`src/rtl/updown_counter_mux_sseg.sv`:
```
// Up/down counter (load, modulus, wrap/saturate) driving a multiplexed hex seven-segment display.
// Optional macro SSEG_LEADING_BLANK_EN blanks leading zero digits (digit 0 always shown).
module updown_counter_mux_sseg #(
   parameter int unsigned           WIDTH    = 8,
   parameter logic [WIDTH-1:0]      MAX_VAL  = {WIDTH{1'b1}},
   parameter int unsigned           DIGITS   = 2,
   parameter int unsigned           SCAN_DIV = 16
) (
   input  logic              clk_i,
   input  logic              rst_ni,
   input  logic              enable_i,
   input  logic              mode_i,
   input  logic              sat_i,
   input  logic              load_en_i,
   input  logic [WIDTH-1:0]  load_i,
   output logic [WIDTH-1:0]  cnt_o,
   output logic              tc_o,
   output logic [DIGITS-1:0] dig_sel_o,
   output logic [7:0]        sseg_o
);

   localparam int unsigned PRE_W = $clog2(SCAN_DIV);
   localparam int unsigned IDX_W = (DIGITS > 1) ? $clog2(DIGITS) : 1;
   localparam int unsigned NIB_W = DIGITS * 4;

   logic [WIDTH-1:0]  cnt_q, cnt_d;
   logic              tc_q, tc_d;
   logic [PRE_W-1:0]  presc_q, presc_d;
   logic [IDX_W-1:0]  idx_q, idx_d;
   logic [DIGITS-1:0] dig_sel_q, dig_sel_d;
   logic [7:0]        sseg_q, sseg_d;
   logic [NIB_W-1:0]  padded_s;
   logic [3:0]        nibble_s;

   function automatic logic [7:0] hex_to_sseg(input logic [3:0] nib);
      case (nib)
         4'h0:    hex_to_sseg = 8'b11111100;
         4'h1:    hex_to_sseg = 8'b01100000;
         4'h2:    hex_to_sseg = 8'b11011010;
         4'h3:    hex_to_sseg = 8'b11110010;
         4'h4:    hex_to_sseg = 8'b01100110;
         4'h5:    hex_to_sseg = 8'b10110110;
         4'h6:    hex_to_sseg = 8'b10111110;
         4'h7:    hex_to_sseg = 8'b11100000;
         4'h8:    hex_to_sseg = 8'b11111110;
         4'h9:    hex_to_sseg = 8'b11110110;
         4'hA:    hex_to_sseg = 8'b11101110;
         4'hB:    hex_to_sseg = 8'b00111110;
         4'hC:    hex_to_sseg = 8'b00011010;
         4'hD:    hex_to_sseg = 8'b01111010;
         4'hE:    hex_to_sseg = 8'b10011110;
         4'hF:    hex_to_sseg = 8'b10001110;
         default: hex_to_sseg = 8'b00000000;
      endcase
   endfunction

   // Counter next state: load beats step, tc flags a step taken from a bound.
   always_comb begin
      cnt_d = cnt_q;
      tc_d  = 1'b0;
      if (load_en_i) begin
         cnt_d = (load_i > MAX_VAL) ? MAX_VAL : load_i;
      end else if (enable_i) begin
         if (mode_i) begin
            if (cnt_q < MAX_VAL) begin
               cnt_d = cnt_q + WIDTH'(1);
            end else begin
               tc_d  = 1'b1;
               cnt_d = sat_i ? MAX_VAL : '0;
            end
         end else begin
            if (cnt_q != '0) begin
               cnt_d = cnt_q - WIDTH'(1);
            end else begin
               tc_d  = 1'b1;
               cnt_d = sat_i ? '0 : MAX_VAL;
            end
         end
      end else begin
         cnt_d = cnt_q;
      end
   end

   // Scan prescaler and digit index; the segment pattern follows the new index.
   always_comb begin
      presc_d = presc_q + PRE_W'(1);
      idx_d   = idx_q;
      if (presc_q == PRE_W'(SCAN_DIV - 1)) begin
         presc_d = '0;
         if (idx_q == IDX_W'(DIGITS - 1)) begin
            idx_d = '0;
         end else begin
            idx_d = idx_q + IDX_W'(1);
         end
      end else begin
         idx_d = idx_q;
      end
      dig_sel_d = '0;
      dig_sel_d[idx_d] = 1'b1;
      padded_s = NIB_W'(cnt_q);
      nibble_s = padded_s[idx_d*4 +: 4];
      sseg_d   = hex_to_sseg(nibble_s);
`ifdef SSEG_LEADING_BLANK_EN
      if ((idx_d != '0) && ((padded_s >> (idx_d * 4)) == '0)) begin
         sseg_d = 8'b00000000;
      end else begin
         sseg_d = hex_to_sseg(nibble_s);
      end
`endif
   end

   // State registers with synchronous active-low reset.
   always_ff @(posedge clk_i) begin
      if (!rst_ni) begin
         cnt_q     <= '0;
         tc_q      <= 1'b0;
         presc_q   <= '0;
         idx_q     <= '0;
         dig_sel_q <= DIGITS'(1);
         sseg_q    <= 8'b11111100;
      end else begin
         cnt_q     <= cnt_d;
         tc_q      <= tc_d;
         presc_q   <= presc_d;
         idx_q     <= idx_d;
         dig_sel_q <= dig_sel_d;
         sseg_q    <= sseg_d;
      end
   end

   assign cnt_o     = cnt_q;
   assign tc_o      = tc_q;
   assign dig_sel_o = dig_sel_q;
   assign sseg_o    = sseg_q;

endmodule

```
`config.mk`:
```
export PLATFORM = sky130hd
export DESIGN_NAME = updown_counter_mux_sseg
export DESIGN_NICKNAME = d
export VERILOG_FILES = /design/src/rtl/updown_counter_mux_sseg.sv
export SDC_FILE = /design/constraint.sdc
export NUM_CORES = 1
export LEC_CHECK = 0
export CAP_MARGIN = 10
export CORE_UTILIZATION = 45
export DETAILED_ROUTE_END_ITERATION = 10
export GPL_ROUTABILITY_DRIVEN = 0
export PLACE_DENSITY = 0.7
export SYNTH_ARGS = -nofsm -noshare
export SYNTH_HDL_FRONTEND = slang
export SYNTH_SLANG_ARGS = --single-unit
export TNS_END_PERCENT = 100
```
`constraint.sdc`:
```
create_clock -name clk_i -period 2.7 [get_ports clk_i]
set_input_delay 0.675 -clock clk_i [delete_from_list [all_inputs] [get_ports clk_i]]
set_output_delay 0.675 -clock clk_i [all_outputs]
set_load 0.01 [all_outputs]
```
# ---- Word-level counts from Yosys, hierarchy flattened
# Memories as Yosys holds them, arrays and structs flattened. A register that Yosys moved wholly into a read port is not among the register bits.
# Index checks and enable logic that the tools add are counted.
dict set report classes {
  mux 15
  n_reduce_logical 6
  eq_ne 1
  n_addsub 4
  order_cmp 4
  bitwise_logic 2
  shift 1
}
# cell n
set op_table {}
lappend op_table {{$mux W8} 8}
lappend op_table {{$add A8 B1 Y8 const B} 1}
lappend op_table {{$gt A8 B8 Y1 const B} 1}
lappend op_table {{$lt A8 B8 Y1 const B} 1}
lappend op_table {{$reduce_bool A8 Y1} 1}
lappend op_table {{$shiftx A8 B4 Y4} 1}
lappend op_table {{$sub A8 B1 Y8 const B} 1}
lappend op_table {{$mux W1} 6}
lappend op_table {{$add A4 B1 Y4 const B} 1}
lappend op_table {{$eq A4 B4 Y1 const B} 1}
lappend op_table {{$reduce_or A3 Y1} 1}
lappend op_table {{$lt A1 B2 Y1 const B} 1}
lappend op_table {{$not A1 Y1} 2}
lappend op_table {{$reduce_bool A2 Y1} 1}
lappend op_table {{$reduce_or A2 Y1} 1}
lappend op_table {{$add A1 B1 Y1 const B} 1}
lappend op_table {{$demux W1 S1} 1}
lappend op_table {{$ge A1 B1 Y1 const B} 1}
lappend op_table {{$logic_and A1 B1 Y1} 1}
lappend op_table {{$logic_not A1 Y1} 1}
dict set report word_totals {
  output_inout_bits 19
  mem_count 1
  mem_bits_ro 112
  inputBits 14
  regBits 24
}
# name words word_bits rd rd_ports_with_merged_regs write_ports line_no
set memory_table {}
lappend memory_table {{(no name shown)} 16 7 1 1 0 36} ;# case (nib)

# ---- Longest topological paths before layout
dict set report depth {
  word_depth 7
  mapped_depth 9
  ltp_nobuf 9
}

# ---- Worst setup path after synthesis
# No wires, ideal clock.
dict set report synth_path {
  path_kind {flip-flop to flip-flop}
  startpoint {reg presc_q[0]}
  endpoint {reg sseg_q[2], in the netlist sseg_o[2]}
  path_stages_with_launch 9
  t_arrival_ps 2168
  setup_slack_ps 426
  required_time_ps 2594
  path_cell_list {dfxtp_1 -> ha_1 -> nand3_2 -> xor2_4 -> mux2i_1 -> inv_1 -> ha_1 -> nor2b_1 -> o311ai_0}
}
dict set report synth_between {
  elab_chain_cells 3
}
# item line_no
set synth_lines {}
lappend synth_lines {{start: declaration} 28} ;# logic [PRE_W-1:0] presc_q, presc_d;
lappend synth_lines {{start signal: assignment} 124} ;# presc_q <= presc_d;
lappend synth_lines {{$eq A4 B4 Y1} 88} ;# if (presc_q == PRE_W'(SCAN_DIV - 1)) begin
lappend synth_lines {{$mux W1} 88}
lappend synth_lines {{$shiftx A8 B4 Y4} 101} ;# nibble_s = padded_s[idx_d*4 +: 4];
lappend synth_lines {{end: declaration} 31} ;# logic [7:0] sseg_q, sseg_d;
# Every way passes these cells.
# A chain may end at the register's enable or synchronous reset.

# ---- Worst setup path after layout
# Ends and elaborated chain as after synthesis.

==> flow_metrics.env <==
export IMPL_initial_utilization_pct=47.9
export IMPL_grt_overflow=0
export IMPL_cts_tree="done"
export IMPL_dp_hpwl_microns=3020
export IMPL_synth_cells=199
export IMPL_synth_main_ff_cell="dfxtp_1"
export IMPL_boundaryPins=33
export IMPL_fin_crit_ns=2.41
export IMPL_hold_class="reg -> reg"
export IMPL_final_common_cell="clkdlybuf4s50_1"
export IMPL_grt_pass1_wl_microns=6960
export IMPL_portBuffers=31
export IMPL_die_height_microns=62.3
export IMPL_final_util_pct=59.6
export IMPL_setup_violations=0
export IMPL_synth_warnings=0
export IMPL_fin_cells=273
export IMPL_p_int_uw=638
export IMPL_grt_max_degree=16
export IMPL_n_fill_cell=333
export IMPL_rsz0062_at_grt="no"
export IMPL_clk_latency_ns=0.34
export IMPL_antenna_found_initial=0
export IMPL_whs_ns=0.474
export IMPL_drc=0
export IMPL_synthesis_nets=224
export IMPL_dp_cells=269
export IMPL_combPwrFrac_pct=29.3
export IMPL_drtIter0Drc=78
export IMPL_track_usage_pct=22.9
export IMPL_ir_worst_vdd_mv=0.369
export IMPL_cts_repair_resized=0
export IMPL_pwr_density_cell_nw_per_um2=454
export IMPL_power_leakage_uw=0.000834
export IMPL_end_kind="flip-flop"
export IMPL_clock_fmax_mhz=414
export IMPL_startpoint_type="flip-flop"
export IMPL_nets=253
export IMPL_reg2reg_setup_slack_ns=0.29
export IMPL_clock_sinks=22
export IMPL_routed_wl_microns=4080
export IMPL_ys_types=47
export IMPL_switching_power_uw=286
export IMPL_whs_path_depth=1
export IMPL_viasPerCell=5.88
export IMPL_vias=1605
export IMPL_ctsHtreeMaxLevel=1
export IMPL_cp_max_fo=10
export IMPL_drtAntennaViolNets=0
export IMPL_ys_ff_latch=22
export IMPL_clockPowerShare_pct=28.8
export IMPL_power_frac_seq_pct=41.9
export IMPL_synth_area_sq_um=1640
export IMPL_numCtsBuffers=3
export IMPL_place_area_sq_um=1980
export IMPL_routedWlPerCell_microns=14.9
export IMPL_dr_pass1_iters=4
export IMPL_required_ns=2.92
export IMPL_grt_pass1_vias=1510
export IMPL_cts_setup_buffers=0
export IMPL_die_x_microns=62.3
export IMPL_reg2regPathDepth=7
export IMPL_slew_viol_final=0
export IMPL_path_clk_slew_ns=0.14
export IMPL_synth_edf_count=0
export IMPL_tightest_slew_ns=0.795
export IMPL_layout_drive_gt1_share_pct=10.6
export IMPL_die_area_sq_um=3880
export IMPL_cts_buffer_depth=2
export IMPL_fin_setup_tns_ns=0
export IMPL_cp_arrival_ns=2.64
export IMPL_root_buffer="clkbuf_4"
export IMPL_worstSetupPathType="reg -> reg"
export IMPL_async_flop_share_pct=0
export IMPL_mostFrequentLayoutCells="31 x clkdlybuf4s50_1, 22 x dfxtp_1, 13 x nor2_1, 12 x o21ai_0, 11 x ha_1"
export IMPL_maxCapViolCount=0
export IMPL_areaGrowthSynthToFinish_pct=24.4
export IMPL_core_sq_um=3420
export IMPL_outcome="finished, final reports clean"
export IMPL_fp_row_count=21
export IMPL_clock_skew_ns=0.0138
export IMPL_timing_final_crit_share_pct=89.4
export IMPL_avgSynthCellArea_sq_um=8.22
export IMPL_postCtsHoldBufs=0
export IMPL_yosysSeqAreaShare_pct=26.9
export IMPL_p_sw_share_pct=30.9
export IMPL_diodes=0
export IMPL_relSlewSlack_pct=46.5
export IMPL_finalHoldViolations=0
export IMPL_final_area_sq_um=2040
Yosys cell counts, drive strengths merged, types with 3 or more instances:
master   n  share of area (%)
a21o     5                2.3
nor3     4                1.2
nor4     4                1.5
o211ai   7                3.2
nor2b    3                1.1
nand2    9                2.1
inv     10                2.3
nor2    13                3.0
a31oi    4                1.5
a21oi    9                2.8
xor2     4                3.3
o21ai   12                3.7
and2     3                1.3
mux2     6                4.1
dfxtp   22                 27
ha      11                8.4
a22oi    3                1.4
and3     5                1.9
buf      7                3.1
mux2i    9                5.5
nor3b    3                1.4
clkbuf   8                1.8
nand3    9                3.1
a21boi   3                1.4
a41oi    3                1.6
or3      5                1.9
final timing paths:
kind	start	endpoint
max reg2reg	presc_q[0]	sseg_o[2]
min	presc_q[0]	presc_q[0]
max	presc_q[0]	sseg_o[2]
min reg2reg	presc_q[0]	presc_q[0]
metrics by stage:
step	total power [uW]	setup WS [ns]
4_1_cts	928	0.271
6_report	924	0.286
3_3_place_gp	656	0.394
2_1_floorplan	557	0.426
3_5_place_dp	661	0.338
5_1_grt	973	0.0649
worst max-delay path: stages, from the launching register on:
cell      delay (ns)
dfxtp_1         0.40
ha_1            0.23
nand3_2         0.16
xor2_4          0.35
mux2_2          0.42
ha_1            0.25
nor2b_1         0.16
o311ai_0        0.34
registers in the layout (all words and copies together), names as in the netlist:
register and flops:
cnt_o 8, idx_q 1, dig_sel_o 1, tc_o 1, sseg_o 7, presc_q 4
cell families (layout without fill, tap and decap cells):
| group | after synthesis | count (layout) | share of synthesized area [%] |
|---|---|---|---|
| xor gates and xnor gates | 4 | 4 | 3.29 |
| AOI/OAI and AO/OA | 56 | 56 | 23.1 |
| DFF | 22 | 22 | 26.9 |
| adders and majority gates | 11 | 11 | 8.41 |
| and+or+nand+nor | 64 | 64 | 20.9 |
| other | 1 | 1 | 0.229 |
| buffers and inverters | 26 | 54 | 7.49 |
| muxes | 15 | 15 | 9.63 |
final cells by class:
class                           count  area [sq um]  area share, %
Sequential cell                    22           440           21.6
Clock inverter                      1          30.0           1.48
Multi-Input combinational cell    151          1070           52.7
Inverter                           11          41.3           2.03
Tap cell                           46          57.6           2.83
Clock buffer                        3          22.5           1.11
Timing Repair Buffer               39           370           18.2
power groups by stage:
stage,registers (uW),clock network (uW),logic (uW)
finish,387,266,271
global route,392,282,298
CTS,387,271,270
detailed placement,394,0,268
global placement,392,0,263
floorplan,384,0,173
metal layers:
metal,share of wire [%],vias to the layer above,track usage [%]
met5,0,-,0
met4,2.7,0,13.7
met3,9.0,12,5.33
met2,46,80,36.3
li1,-,787,-
met1,42,726,28.3
Note: power is estimated with default switching activity, not from simulation.
